<file path="config.mk">
export PLATFORM = sky130hd
export DESIGN_NAME = sample_rate_sequencer_flat
export DESIGN_NICKNAME = d
export VERILOG_FILES = /design/src/rtl/sample_rate_sequencer_if.sv /design/src/rtl/sample_rate_sequencer.sv /design/src/flat_wrapper.sv
export SDC_FILE = /design/constraint.sdc
export NUM_CORES = 1
export LEC_CHECK = 0
export CAP_MARGIN = 20
export CORE_UTILIZATION = 53
export DETAILED_ROUTE_END_ITERATION = 6
export HOLD_SLACK_MARGIN = 0.12
export PLACE_DENSITY_LB_ADDON = 0.15
export SYNTH_ARGS = -nofsm -noshare
export SYNTH_HDL_FRONTEND = slang
export SYNTH_SLANG_ARGS = --single-unit
export TNS_END_PERCENT = 1
</file>
<file path="constraint.sdc">
create_clock -name Fg_CLK -period 3.4 [get_ports Fg_CLK]
set_input_delay 0.51 -clock Fg_CLK [delete_from_list [all_inputs] [get_ports Fg_CLK]]
set_output_delay 0.51 -clock Fg_CLK [all_outputs]
set_load 0.05 [all_outputs]
</file>
<file path="src/rtl/sample_rate_sequencer_if.sv">
// Host/button-side signal bundle for the sample-rate sequencer.
// The master drives buttons and mode loads; the slave (sequencer) returns the sampling strobe and status.
interface sample_rate_sequencer_if #(
  parameter int unsigned MODE_W = 4
);
  logic              BtnUp;
  logic              BtnDown;
  logic              ModeLoad;
  logic [MODE_W-1:0] ModeIn;
  logic              Enable;
  logic [MODE_W-1:0] Mode;
  logic              ModeChanged;
  logic              Ready;

  modport master (
    output BtnUp, BtnDown, ModeLoad, ModeIn,
    input  Enable, Mode, ModeChanged, Ready
  );

  modport slave (
    input  BtnUp, BtnDown, ModeLoad, ModeIn,
    output Enable, Mode, ModeChanged, Ready
  );
endinterface

</file>
<file path="src/rtl/sample_rate_sequencer.sv">
// Divides Fg_CLK into a one-cycle Enable strobe with period RATIO_BASE**Mode.
// Mode is stepped by debounced buttons or loaded directly; Ready flags settled sampling.
module sample_rate_sequencer #(
  parameter int unsigned NUM_MODES    = 5,
  parameter int unsigned RATIO_BASE   = 10,
  parameter int unsigned CNT_W        = 16,
  parameter int unsigned MODE_W       = 4,
  parameter int unsigned READY_DELAY  = 80,
  parameter int unsigned DEBOUNCE_CYC = 16
) (
  input  logic                   Fg_CLK,
  input  logic                   RESETn,
  sample_rate_sequencer_if.slave bus
);

  localparam int unsigned DB_W  = $clog2(DEBOUNCE_CYC + 1);
  localparam int unsigned RDY_W = $clog2(READY_DELAY + 1);
  localparam logic [MODE_W-1:0] MODE_MAX = MODE_W'(NUM_MODES - 1);

  function automatic longint unsigned period_of(input int unsigned m);
    longint unsigned p;
    p = 1;
    for (int unsigned i = 0; i < m; i++) p = p * RATIO_BASE;
    return p;
  endfunction

  logic [CNT_W-1:0]  period_m1_lut [NUM_MODES];
  logic [CNT_W-1:0]  period_m1;
  logic [CNT_W-1:0]  cnt;
  logic              enable_q;
  logic [MODE_W-1:0] mode_q;
  logic [MODE_W-1:0] mode_prev;
  logic [MODE_W-1:0] mode_nxt;
  logic              changed_q;
  logic              pend_up;
  logic              pend_dn;
  logic [RDY_W-1:0]  rdy_cnt;
  logic              ready_q;
  logic [1:0]        btn_raw;
  logic [1:0]        rise;

  for (genvar g = 0; g < NUM_MODES; g++) begin : g_lut
    localparam longint unsigned PM1 = period_of(g) - 1;
    assign period_m1_lut[g] = CNT_W'(PM1);
  end

  assign btn_raw = {bus.BtnDown, bus.BtnUp};

  // Index 0 is the up button, index 1 the down button.
  for (genvar b = 0; b < 2; b++) begin : g_btn
    logic            s1;
    logic            s2;
    logic            stable;
    logic [DB_W-1:0] db_cnt;

    always_ff @(posedge Fg_CLK) begin
      if (!RESETn) begin
        s1     <= 1'b0;
        s2     <= 1'b0;
        stable <= 1'b0;
        db_cnt <= '0;
      end else begin
        s1 <= btn_raw[b];
        s2 <= s1;
        if (s2 != stable) begin
          if (db_cnt == DB_W'(DEBOUNCE_CYC - 1)) begin
            stable <= s2;
            db_cnt <= '0;
          end else begin
            db_cnt <= db_cnt + 1'b1;
          end
        end else begin
          db_cnt <= '0;
        end
      end
    end

    assign rise[b] = s2 & ~stable & (db_cnt == DB_W'(DEBOUNCE_CYC - 1));
  end

  always_comb begin
    mode_nxt = mode_q;
    if (bus.ModeLoad) begin
      mode_nxt = (bus.ModeIn > MODE_MAX) ? MODE_MAX : bus.ModeIn;
    end else if (enable_q && (pend_up != pend_dn)) begin
      if (pend_up) mode_nxt = (mode_q == MODE_MAX) ? '0 : mode_q + 1'b1;
      else         mode_nxt = (mode_q == '0) ? MODE_MAX : mode_q - 1'b1;
    end
  end

  // Period follows the incoming mode so the first interval after a step is P(new).
  always_comb begin
    period_m1 = '0;
    for (int unsigned i = 0; i < NUM_MODES; i++)
      if (mode_nxt == MODE_W'(i)) period_m1 = period_m1_lut[i];
  end

  always_ff @(posedge Fg_CLK) begin
    if (!RESETn) begin
      cnt       <= '0;
      enable_q  <= 1'b0;
      mode_q    <= '0;
      mode_prev <= '0;
      changed_q <= 1'b0;
      pend_up   <= 1'b0;
      pend_dn   <= 1'b0;
      rdy_cnt   <= '0;
      ready_q   <= 1'b0;
    end else begin
      mode_q    <= mode_nxt;
      mode_prev <= mode_q;
      changed_q <= (mode_q != mode_prev);

      if (bus.ModeLoad) begin
        cnt      <= '0;
        enable_q <= 1'b0;
        pend_up  <= 1'b0;
        pend_dn  <= 1'b0;
      end else begin
        if (cnt >= period_m1) begin
          enable_q <= 1'b1;
          cnt      <= '0;
        end else begin
          enable_q <= 1'b0;
          cnt      <= cnt + 1'b1;
        end
        // A fresh button edge landing on an Enable edge survives the clear.
        if (enable_q) begin
          pend_up <= rise[0];
          pend_dn <= rise[1];
        end else begin
          pend_up <= pend_up | rise[0];
          pend_dn <= pend_dn | rise[1];
        end
      end

      if (mode_nxt != mode_q) begin
        rdy_cnt <= '0;
        ready_q <= 1'b0;
      end else if (rdy_cnt == RDY_W'(READY_DELAY - 1)) begin
        ready_q <= 1'b1;
      end else begin
        rdy_cnt <= rdy_cnt + 1'b1;
      end
    end
  end

  assign bus.Enable      = enable_q;
  assign bus.Mode        = mode_q;
  assign bus.ModeChanged = changed_q;
  assign bus.Ready       = ready_q;

endmodule

</file>
<file path="src/flat_wrapper.sv">
// flat-port wrapper written by rule: the top's interface ports become plain ports
module sample_rate_sequencer_flat 
#(
  parameter int unsigned NUM_MODES    = 5,
  parameter int unsigned RATIO_BASE   = 10,
  parameter int unsigned CNT_W        = 16,
  parameter int unsigned MODE_W       = 4,
  parameter int unsigned READY_DELAY  = 80,
  parameter int unsigned DEBOUNCE_CYC = 16
)
  (Fg_CLK, RESETn, bus_BtnUp, bus_BtnDown, bus_ModeLoad, bus_ModeIn, bus_Enable, bus_Mode, bus_ModeChanged, bus_Ready);
  sample_rate_sequencer_if #(.MODE_W(MODE_W)) bus_i ();
  input  logic Fg_CLK;
  input  logic RESETn;
  input wire logic [$bits(bus_i.BtnUp)-1:0] bus_BtnUp;
  input wire logic [$bits(bus_i.BtnDown)-1:0] bus_BtnDown;
  input wire logic [$bits(bus_i.ModeLoad)-1:0] bus_ModeLoad;
  input wire logic [$bits(bus_i.ModeIn)-1:0] bus_ModeIn;
  output wire logic [$bits(bus_i.Enable)-1:0] bus_Enable;
  output wire logic [$bits(bus_i.Mode)-1:0] bus_Mode;
  output wire logic [$bits(bus_i.ModeChanged)-1:0] bus_ModeChanged;
  output wire logic [$bits(bus_i.Ready)-1:0] bus_Ready;
  assign bus_i.BtnUp = bus_BtnUp;
  assign bus_i.BtnDown = bus_BtnDown;
  assign bus_i.ModeLoad = bus_ModeLoad;
  assign bus_i.ModeIn = bus_ModeIn;
  assign bus_Enable = bus_i.Enable;
  assign bus_Mode = bus_i.Mode;
  assign bus_ModeChanged = bus_i.ModeChanged;
  assign bus_Ready = bus_i.Ready;
  sample_rate_sequencer #(.NUM_MODES(NUM_MODES), .RATIO_BASE(RATIO_BASE), .CNT_W(CNT_W), .MODE_W(MODE_W), .READY_DELAY(READY_DELAY), .DEBOUNCE_CYC(DEBOUNCE_CYC)) u_core (.Fg_CLK(Fg_CLK), .RESETn(RESETn), .bus(bus_i));
endmodule
</file>
* Word level (Yosys, flattened, before mapping) *
Cells that the tools add are included.

word-level totals
  flip-flop bits (word level) = 52
  latch bits = 0
  bits in writable memories = 0
  ROM bits = 0
  bits of input ports = 9
  logic and storage cells = 71
  memories = 0

operators by class
  add/subtract/negate cells = 6
  multiply operators = 0
  divide/modulo/power cells = 0
  order comparisons = 2
  eq/ne operators = 13
  shift-type cells = 0
  mux-type cells = 13
  bitwise logic cells = 11
  reductions and logical operators = 9

operator list
  cell                                                  count
  two-way mux 4 bit                                     7
  adder 16 x 1 -> 16 bit (second input constant)        1
  greater-or-equal comparator 16 x 14 -> 1 bit          1
  two-way mux 14 bit                                    1
  adder 5 x 1 -> 5 bit (second input constant)          2
  equality test 5 x 4 -> 1 bit (second input constant)  2
  two-way mux 10 bit                                    1
  OR reduction 3 bit                                    3
  equality test 4 x 2 -> 1 bit (second input constant)  2
  equality test 4 x 3 -> 1 bit (second input constant)  2
  != test 4 bit                                         2
  adder 7 x 1 -> 7 bit (second input constant)          1
  equality test 7 bit (second input constant)           1
  two-way mux 7 bit                                     1
  inverter 1 bit                                        5
  adder 4 x 1 -> 4 bit (second input constant)          1
  bitwise AND 1 bit                                     4
  equality test 4 x 1 -> 1 bit (second input constant)  1
  > comparator 4 x 3 -> 1 bit (second input constant)   1
  zero test 4 bit                                       1
  AND reduction 2 bit                                   2
  OR reduction 2 bit                                    2
  subtractor 4 x 1 -> 4 bit (second input constant)     1
  two-way mux 1 bit                                     3
  other kinds (3)                                       6

* Longest topological paths before layout *
Gate-level depths: netlist of run 1.

  depth in word-level cells = 12
  gate-level depth with buffers = 15
  depth with buffers taken out = 13

* Least setup slack after synthesis of run 1 *
No wires, ideal clock.

  path type = reg-to-reg
  from = register u_core.mode_q[1] (netlist: u_core.bus.Mode[1])
  to = register u_core.cnt[10]
  setup time = 137 ps
  data arrival time = 3633 ps
  required time = 3263 ps
  slack = -371 ps
  cell stages (with the launch flop) = 16
  period minus slack after synthesis = 3771 ps
  cell sequence = dfxtp_1 > buf_4 > inv_2 > ha_1 > or3b_1 > a221oi_2 > o31a_4 > and3_1 > o21ai_1 > ha_1 > nand4b_1 > nor2_1 > o21ai_1 > o21ai_1 > clkbuf_1 > a211oi_1

on the way
  word-level cells in the longest chain between the ends = 12

RTL lines
  what                                               line                                                      text
  from (decl)                                        sample_rate_sequencer.sv:31                               logic [MODE_W-1:0] mode_q;
  from (signal assigned)                             sample_rate_sequencer.sv:110                              mode_q <= mode_nxt;
  subtractor 4 x 1 -> 4 bit (tied with other cells)  sample_rate_sequencer.sv:87                               else mode_nxt = (mode_q == '0) ? MODE_MAX : mode_q - 1'b1;
  two-way mux 4 bit (on tied branches)               sample_rate_sequencer.sv:87, sample_rate_sequencer.sv:86
  two-way mux 4 bit                                  sample_rate_sequencer.sv:86                               if (pend_up) mode_nxt = (mode_q == MODE_MAX) ? '0 : mode_q + 1'b1;
  two-way mux 4 bit *                                sample_rate_sequencer.sv:85                               end else if (enable_q && (pend_up != pend_dn)) begin
  two-way mux 4 bit *                                sample_rate_sequencer.sv:83                               if (bus.ModeLoad) begin
  equality test 4 x 1 -> 1 bit                       sample_rate_sequencer.sv:95                               if (mode_nxt == MODE_W'(i)) period_m1 = period_m1_lut[i];
  two-way mux 4 bit                                  sample_rate_sequencer.sv:95
  two-way mux 7 bit                                  sample_rate_sequencer.sv:95
  two-way mux 10 bit                                 sample_rate_sequencer.sv:95
  two-way mux 14 bit *                               sample_rate_sequencer.sv:95
  greater-or-equal comparator 16 x 14 -> 1 bit *     sample_rate_sequencer.sv:120                              if (cnt >= period_m1) begin
  OR reduction 3 bit (no line) *                     -
  to (signal assigned)                               sample_rate_sequencer.sv:125                              cnt <= cnt + 1'b1;
  to (decl)                                          sample_rate_sequencer.sv:29                               logic [CNT_W-1:0] cnt;

Every way passes the cells marked *; elsewhere a longest branch is shown, timed or not.
A chain may end at the register's enable or synchronous reset.

* Final worst setup path of run 1 *
  from = register u_core.mode_q[1] (netlist: u_core.bus.Mode[1])
  to = register u_core.cnt[2]

The elaborated chain is that of the path after synthesis.

==> qor.csv, run 1 <==
stage,metric,value,unit
sta,finalHoldViolCount,0,
power_and_ir_drop,p_comb_share,14.5,%
place,placed_area,3070,µm²
routing,vias_per_cell,5.58,
sta,fin_crit,3260,ps
critical_path,worstSetupStartpoint,u_core.bus.Mode[1]$_SDFF_PN0_,
power_and_ir_drop,vdd_drop_max,0.297,mV
power_and_ir_drop,p_clk_share,31.9,%
critical_path,start_kind,flop,
clocking,cts.sinks,52,
grt,use_met2,33.7,%
critical_path,rr_endpoint,u_core.cnt[2]$_SDFF_PP0_,
cells_and_area,stdcell_area,3350,µm²
power_and_ir_drop,total_power,1.18,mW
routing,antenna_left,0,
clocking,ctsRootBufferMaster,clkbuf_8,
sta,finalSetupViolCount,0,
grt,grt_use_total,21.3,%
clocking,cts_hold_buf,0,
cells_and_area,drive_gt1_share,19.2,%
critical_path,arrival,3480,ps
cells_and_area,area_growth,21.1,%
place,gp_congestion,0.923,
clocking,clock_latency,310,ps
cells_and_area,multi_input_area,1750,µm²
cells_and_area,diodes,0,
grt,antenna_found_initial,0,
logic_synthesis,synth_top_area_share,37.7,%
grt,grt_max_degree,19,
place,port_buffers,15,
logic_synthesis,synth.avg_cell_area,9.15,µm²
grt,grt_pass1_wl,9070,µm
sta,max_freq,307,MHz
power_and_ir_drop,power.density,352,nW/µm²
worst_hold_path,min_path_type,flop to flop,
clocking,cts_buffers,5,
routing,drtPass1Iterations,4,
die,fp.dieH,74.2,µm
cells_and_area,fillers,425,
sta,fin_skew,4.79,ps
critical_path,crit_type,flop to flop,
critical_path,reg2reg_depth,14,
cells_and_area,register_area,1050,µm²
grt,grt_pass1_vias,2067,
cells_and_area,fin_util,68.6,%
critical_path,cp_data_required_time,3620,ps
logic_synthesis,ys_seq_area_share,37.7,%
grt,grt.overflow.total,0,
die,start_util,56.6,%
sta,min_period_over_period,95.8,%
logic_synthesis,ys_warn_count,0,
sta,relSlewSlack,41.5,%
logic_synthesis,yosysMostFrequentCell,dfxtp_1,
cells_and_area,finalNonFillerCells,400,
power_and_ir_drop,leakage,1.21,nW
logic_synthesis,synth-edff-count,0,
critical_path,crit_fanout,8,
grt,grtUsageMet3,4.61,%
clocking,cts_tree,done,
clocking,clk_pin_slew,100,ps
run_status,status,"finished, final reports clean",
logic_synthesis,syn_inst,302,
logic_synthesis,syn_nets,332,
logic_synthesis,synth_top_cells_by_area,"dfxtp_1 (38%), ha_1 (9.5%), xnor2_1 (5.4%)",
die,core_area,4880,µm²
place,dp_cells,389,
power_and_ir_drop,p_sw,0.330,mW
critical_path,crit_path_end,u_core.cnt[2]$_SDFF_PP0_,
routing,vias,2232,
logic_synthesis,synth_top_flop_cell,dfxtp_1,
cells_and_area,nets,362,
sta,worst_slew_pin_slew,878,ps
routing,drt-initial-drc-count,115,
critical_path,end_kind,flop,
clocking,clockBufferDepth,2,
die,fp.dieArea,5510,µm²
routing,post_drt_wl_per_cell,14.0,µm
power_and_ir_drop,switching_share,28.1,%
critical_path,rr_startpoint,u_core.bus.Mode[1]$_SDFF_PN0_,
critical_path,r2r_setup_slack,140,ps
sta,slew_viol_final,0,
run,drv_cap,0,
routing,routed_wirelength,5590,µm
die,row_count,25,
power_and_ir_drop,intPower,0.846,mW
grt,top_usage_layer,met2,
logic_synthesis,synth_largest_area_cell,dfxtp_1,
die,die_x,74.2,µm
logic_synthesis,synthTopCellsByCount,"dfxtp_1 (52), nor2_1 (31), ha_1 (21)",
logic_synthesis,synth_seq_cells,52,
die,io_pins,16,
power_and_ir_drop,seqPwrFrac,53.5,%
logic_synthesis,ys_async_sr_fraction,0,%
place,place_hpwl,3820,µm
routing,drc,0,
logic_synthesis,synth_area,2760,µm²
clocking,cts_htree_levels,2,
logic_synthesis,synth_cell_types,51,
grt,gr-usage-met1,28.5,%
[state kept, by name, indices dropped and copies added, names as in the netlist]
name and count:
u_core.pend_up 1, u_core.mode_prev 4, u_core.pend_dn 1, u_core.bus.ModeChanged 1, u_core.bus.Enable 1, u_core.bus.Ready 1, u_core.g_btn.db_cnt 10, u_core.bus.Mode 4
u_core.g_btn.s2 2, u_core.g_btn.s1 2, u_core.cnt 16, u_core.rdy_cnt 7, u_core.g_btn.stable 2
[per-layer routing]
layer / wire [µm] / share of wire [%]
met5: 0 / 0
met4: 51 / 0.91
met3: 158 / 2.8
met2: 2600 / 47
met1: 2780 / 50
[final cells by class]
type                       instances  share of cell area, %
clock buffer                       5                   2.06
clock inverter                     3                  0.822
inverter                          18                   2.09
multi-input combinational        222                   52.4
sequential                        52                   31.4
tap                               67                   2.50
timing repair buffer              33                   8.75
[power groups by stage]
stage	Sequential [mW]	Combinational (mW)	Clock [mW]
floorplan	0.650	0.0849	0
global placement	0.643	0.140	0
detailed placement	0.643	0.142	0
CTS	0.629	0.147	0.391
global route	0.632	0.187	0.414
finish	0.630	0.171	0.376
[worst min-delay path by stage]
| stage | startpoint | endpoint | slack (ps) | depth (start not counted) |
|---|---|---|---|---|
| floorplan | u_core.g_btn[0].s1$_SDFF_PN0_ | u_core.g_btn[0].s2$_SDFF_PN0_ | 410 | 1 |
| global placement | u_core.g_btn[1].s1$_SDFF_PN0_ | u_core.g_btn[1].s2$_SDFF_PN0_ | 420 | 1 |
| detailed placement | u_core.g_btn[0].s1$_SDFF_PN0_ | u_core.g_btn[0].s2$_SDFF_PN0_ | 420 | 1 |
| CTS | u_core.g_btn[0].s1$_SDFF_PN0_ | u_core.g_btn[0].s2$_SDFF_PN0_ | 450 | 1 |
| global route | u_core.g_btn[0].s1$_SDFF_PN0_ | u_core.g_btn[0].s2$_SDFF_PN0_ | 470 | 1 |
| finish | u_core.g_btn[0].s1$_SDFF_PN0_ | u_core.g_btn[0].s2$_SDFF_PN0_ | 440 | 1 |
[placed cells by master, fill, tap and decap left out, types with 2 or more instances in the layout]
cell type | Yosys | routed
dfxtp_1 | 52 | 48
nor2_1 | 31 | 31
ha_1 | 21 | 18
xnor2_1 | 17 | 17
nand3_1 | 16 | 16
buf_4 | 1 | 16
clkdlybuf4s50_1 | 0 | 15
inv_1 | 14 | 14
xor2_1 | 12 | 12
nand2_1 | 10 | 10
a21oi_1 | 9 | 8
a211oi_1 | 17 | 8
nor3_1 | 9 | 8
nor4_1 | 8 | 8
a211oi_2 | 0 | 8
and3_1 | 8 | 7
and2_1 | 7 | 7
o21ai_0 | 5 | 5
clkbuf_8 | 0 | 5
a31oi_1 | 4 | 4
nand2b_1 | 5 | 4
nand4_1 | 4 | 4
o211ai_1 | 3 | 3
inv_2 | 3 | 2
a41oi_1 | 2 | 2
o21ai_1 | 5 | 2
o21ai_2 | 0 | 2
a22oi_1 | 2 | 2
a21o_1 | 2 | 2
o21ai_4 | 0 | 2
o221ai_1 | 2 | 2
ha_4 | 0 | 2
buf_6 | 1 | 2
dfxtp_4 | 0 | 2
dfxtp_2 | 0 | 2
[cells by family (layout without fill, tap and decap cells)]
| kind of cell | Yosys count | count (layout) | synth area share (%) |
|---|---|---|---|
| buf+inv | 29 | 59 | 4.44 |
| simple gates | 104 | 104 | 19.1 |
| xor+xnor | 31 | 31 | 10.8 |
| other cells | 1 | 1 | 0.136 |
| mux | 2 | 2 | 0.770 |
| fa+ha+maj | 21 | 21 | 9.51 |
| flops | 52 | 52 | 37.7 |
| compound gates | 62 | 63 | 17.7 |
[through the flow]
stage | hold WS [ps] | setup TNS (ps) | setup WS (ps)
3_5_place_dp | 422 | -2500 | -169
6_report | 444 | 0 | 141
5_1_grt | 467 | -16.2 | -16.2
3_3_place_gp | 418 | -1090 | -81.2
4_1_cts | 448 | 0 | 12.6
2_1_floorplan | 412 | 0 | 24.4
[repair_timing]
action | CTS | global route
pin swaps | 0 | 13
gates resized for setup | 3 | 28
setup endpoints to repair | 16 | 16
gates cloned | 0 | 1
buffers inserted | 0 | 2
[worst max-delay path, stage by stage (launching register included)]
cell and delay (ps):
dfxtp_4 370, inv_4 70, ha_4 150, or3b_4 380, a221oi_2 310, o31a_4 210
buf_6 90, a21oi_1 50, o21a_1 180, ha_1 280, nand2b_4 140, a21o_1 170
a211oi_4 340, o21ai_4 180, a211oi_2 230
Note: power is estimated with default switching activity, not from simulation.
==> run 2, diff against run 1 <==
--- a/config.mk
+++ b/config.mk
@@ -9,6 +9,7 @@
 export CORE_UTILIZATION = 53
 export DETAILED_ROUTE_END_ITERATION = 6
 export HOLD_SLACK_MARGIN = 0.12
+export MAX_ROUTING_LAYER = met4
 export PLACE_DENSITY_LB_ADDON = 0.15
 export SYNTH_ARGS = -nofsm -noshare
 export SYNTH_HDL_FRONTEND = slang
==> run 2 against run 1 <==
Against the previous run: global-route usage grew 0.77 points; sequential power is essentially flat; wire length grew 0.41%; clock skew is essentially flat; final cell count is the same; register-to-register slack is essentially flat; critical endpoint unchanged.
==> qor.csv, run 2 (synthesized netlist as in run 1, its figures left out) <==
stage,metric,value,unit,change
run_status,status,"finished, final reports clean",,
clocking,clockBufferDepth,2,,unchanged
routing,post_drt_wl_per_cell,14.0,µm,+0.41%
power_and_ir_drop,power.density,353,nW/µm²,+0.37%
grt,grt_max_degree,19,,unchanged
sta,max_freq,307,MHz,about the same
cells_and_area,nets,362,,unchanged
clocking,cts_htree_levels,2,,unchanged
critical_path,slowest_stage,or3b_4,,
sta,worst_slew_pin_slew,894,ps,+15.5 ps
clocking,cts_buffers,5,,unchanged
critical_path,start_kind,flop,,
place,gp_congestion,0.939,,+1.8%
sta,holdWs,444,ps,+0.0300 ps
critical_path,arrival,3490,ps,about the same
sta,slew_viol_final,0,,unchanged
die,fp.dieArea,5510,µm²,unchanged
clocking,clock_latency,310,ps,about the same
die,die_x,74.2,µm,unchanged
die,row_count,25,,unchanged
grt,grt_pass1_vias,2055,,-0.58%
routing,vias_per_cell,5.60,,+0.31%
critical_path,crit_type,flop to flop,,
cells_and_area,largest-register,u_core.cnt,,
critical_path,path_cells,inv_4 -> ha_4 -> or3b_4 -> a221oi_2 -> o31a_4 -> buf_6 -> a21oi_1 -> o21a_1 -> ha_1 -> nand2b_4 -> a21o_1 -> a211oi_4 -> o21ai_4 -> a211oi_2,,
die,io_pins,16,,unchanged
routing,drtPass1Iterations,4,,unchanged
die,core_area,4880,µm²,unchanged
routing,routed_wirelength,5620,µm,+0.41%
critical_path,rr_startpoint,u_core.bus.Mode[1]$_SDFF_PN0_,,
grt,grt.overflow.total,0,,unchanged
critical_path,reg2reg_depth,14,,unchanged
sta,finalHoldViolCount,0,,unchanged
worst_hold_path,min_from,u_core.g_btn[0].s1$_SDFF_PN0_,,
sta,finalSetupViolCount,0,,unchanged
die,start_util,56.6,%,unchanged
critical_path,end_kind,flop,,
cells_and_area,area_growth,21.1,%,unchanged
sta,relSlewSlack,40.4,%,-1.0 points
worst_hold_path,min_path_type,flop to flop,,
cells_and_area,diodes,0,,unchanged
clocking,clk_pin_slew,100,ps,about the same
place,port_buffers,15,,unchanged
grt,antenna_found_initial,0,,unchanged
routing,drc,0,,unchanged
worst_hold_path,min_path_cells,1,,unchanged
sta,min_period_over_period,95.9,%,about the same
worst_hold_path,holdPathEnd,u_core.g_btn[0].s2$_SDFF_PN0_,,
die,fp.dieH,74.2,µm,unchanged
place,placed_area,3070,µm²,unchanged
grt,grt_pass1_wl,9110,µm,+0.45%
cells_and_area,largestRegisters,"u_core.cnt x16, u_core.g_btn.db_cnt x10, u_core.rdy_cnt x7",,
sta,fin_crit,3260,ps,+2.76 ps
clocking,cts_tree,done,,
sta,fin_skew,4.87,ps,+0.0814 ps
cells_and_area,stdcell_area,3350,µm²,unchanged
routing,antenna_left,0,,unchanged
critical_path,r2r_setup_slack,140,ps,about the same
cells_and_area,layout_common_cells,"dfxtp_1 (48), nor2_1 (31), ha_1 (18)",,
critical_path,critPathTopFamily,compound AO/OA/AOI/OAI gates,,
cells_and_area,final_common_cell,dfxtp_1,,
cells_and_area,largest_reg_flops,16,,unchanged
place,place_hpwl,3820,µm,unchanged
critical_path,cp_data_required_time,3630,ps,about the same
run,drv_cap,0,,unchanged
critical_path,max_stage_delay,380,ps,about the same
power_and_ir_drop,vdd_drop_max,0.297,mV,about the same
routing,drt-initial-drc-count,118,,+2.6%
critical_path,worstSetupStartpoint,u_core.bus.Mode[1]$_SDFF_PN0_,,
grt,grt_use_total,22.1,%,+0.77 points
critical_path,crit_fanout,8,,unchanged
power_and_ir_drop,leakage,1.21,nW,unchanged
critical_path,rr_endpoint,u_core.cnt[2]$_SDFF_PP0_,,
clocking,cts_hold_buf,0,,unchanged
clocking,ctsRootBufferMaster,clkbuf_8,,
routing,vias,2239,,+0.31%
clocking,cts.sinks,52,,unchanged
cells_and_area,drive_gt1_share,19.2,%,unchanged
critical_path,path_buf_inv,2,,unchanged
-- run 2: cell counts in the layout (fill, tap and decap cells not counted) --
Identical to the previous run, type by type.
-- run 2: stage by stage --
stage | power, mW | util, % | setup TNS [ps] | std cells | worst slack [ps]
final | 1.18 | 68.6 | 0 | 400 | 139
after CTS | 1.17 | 65.4 | 0 | 397 | 12.6
after global routing | 1.23 | 68.6 | -16.2 | 400 | -16.2
after global placement | 0.783 | 63.0 | -1090 | 389 | -81.2
after floorplan | 0.735 | - | 0 | 302 | 24.4
after detailed placement | 0.785 | 63.0 | -2500 | 389 | -169
-- run 2: layout make-up --
class	count	area, µm²
Clock buffer	5	68.8
Clock inverter	3	27.5
Fill cell	425	1530
Inverter	18	70.1
Multi-Input combinational cell	222	1750
Sequential cell	52	1050
Tap cell	67	83.8
Timing Repair Buffer	33	293
-- run 2: power by group --
group          internal (mW)  switching (mW)  total [mW]
clock                  0.152           0.228       0.380
sequential             0.619          0.0110       0.630
combinational         0.0762          0.0954       0.172
total                  0.847           0.335        1.18
-- run 2: worst max path at each step --
stage,to,cells after the start
after global placement,u_core.bus.Enable$_SDFF_PP0_,11
after CTS,u_core.cnt[1]$_SDFF_PP0_,14
after global routing,u_core.cnt[2]$_SDFF_PP0_,14
after floorplan,u_core.cnt[10]$_SDFF_PP0_,15
final,u_core.cnt[2]$_SDFF_PP0_,14
after detailed placement,u_core.cnt[1]$_SDFF_PP0_,11
-- run 2: metal layers --
layer | GRT usage (%) | up-vias | share of wire [%]
li1 | - | 1142 | -
met1 | 29.0 | 1041 | 49
met2 | 33.4 | 49 | 46
met3 | 4.61 | 7 | 4.0
met4 | 8.39 | 0 | 1.1
met5 | - | - | 0
-- run 2: what timing repair did --
item / in CTS / in global routing
pin swaps: 0 / 13
resized for setup: 3 / 28
setup buffers: 0 / 2
gates cloned: 0 / 1
setup endpoints to repair: 16 / 16
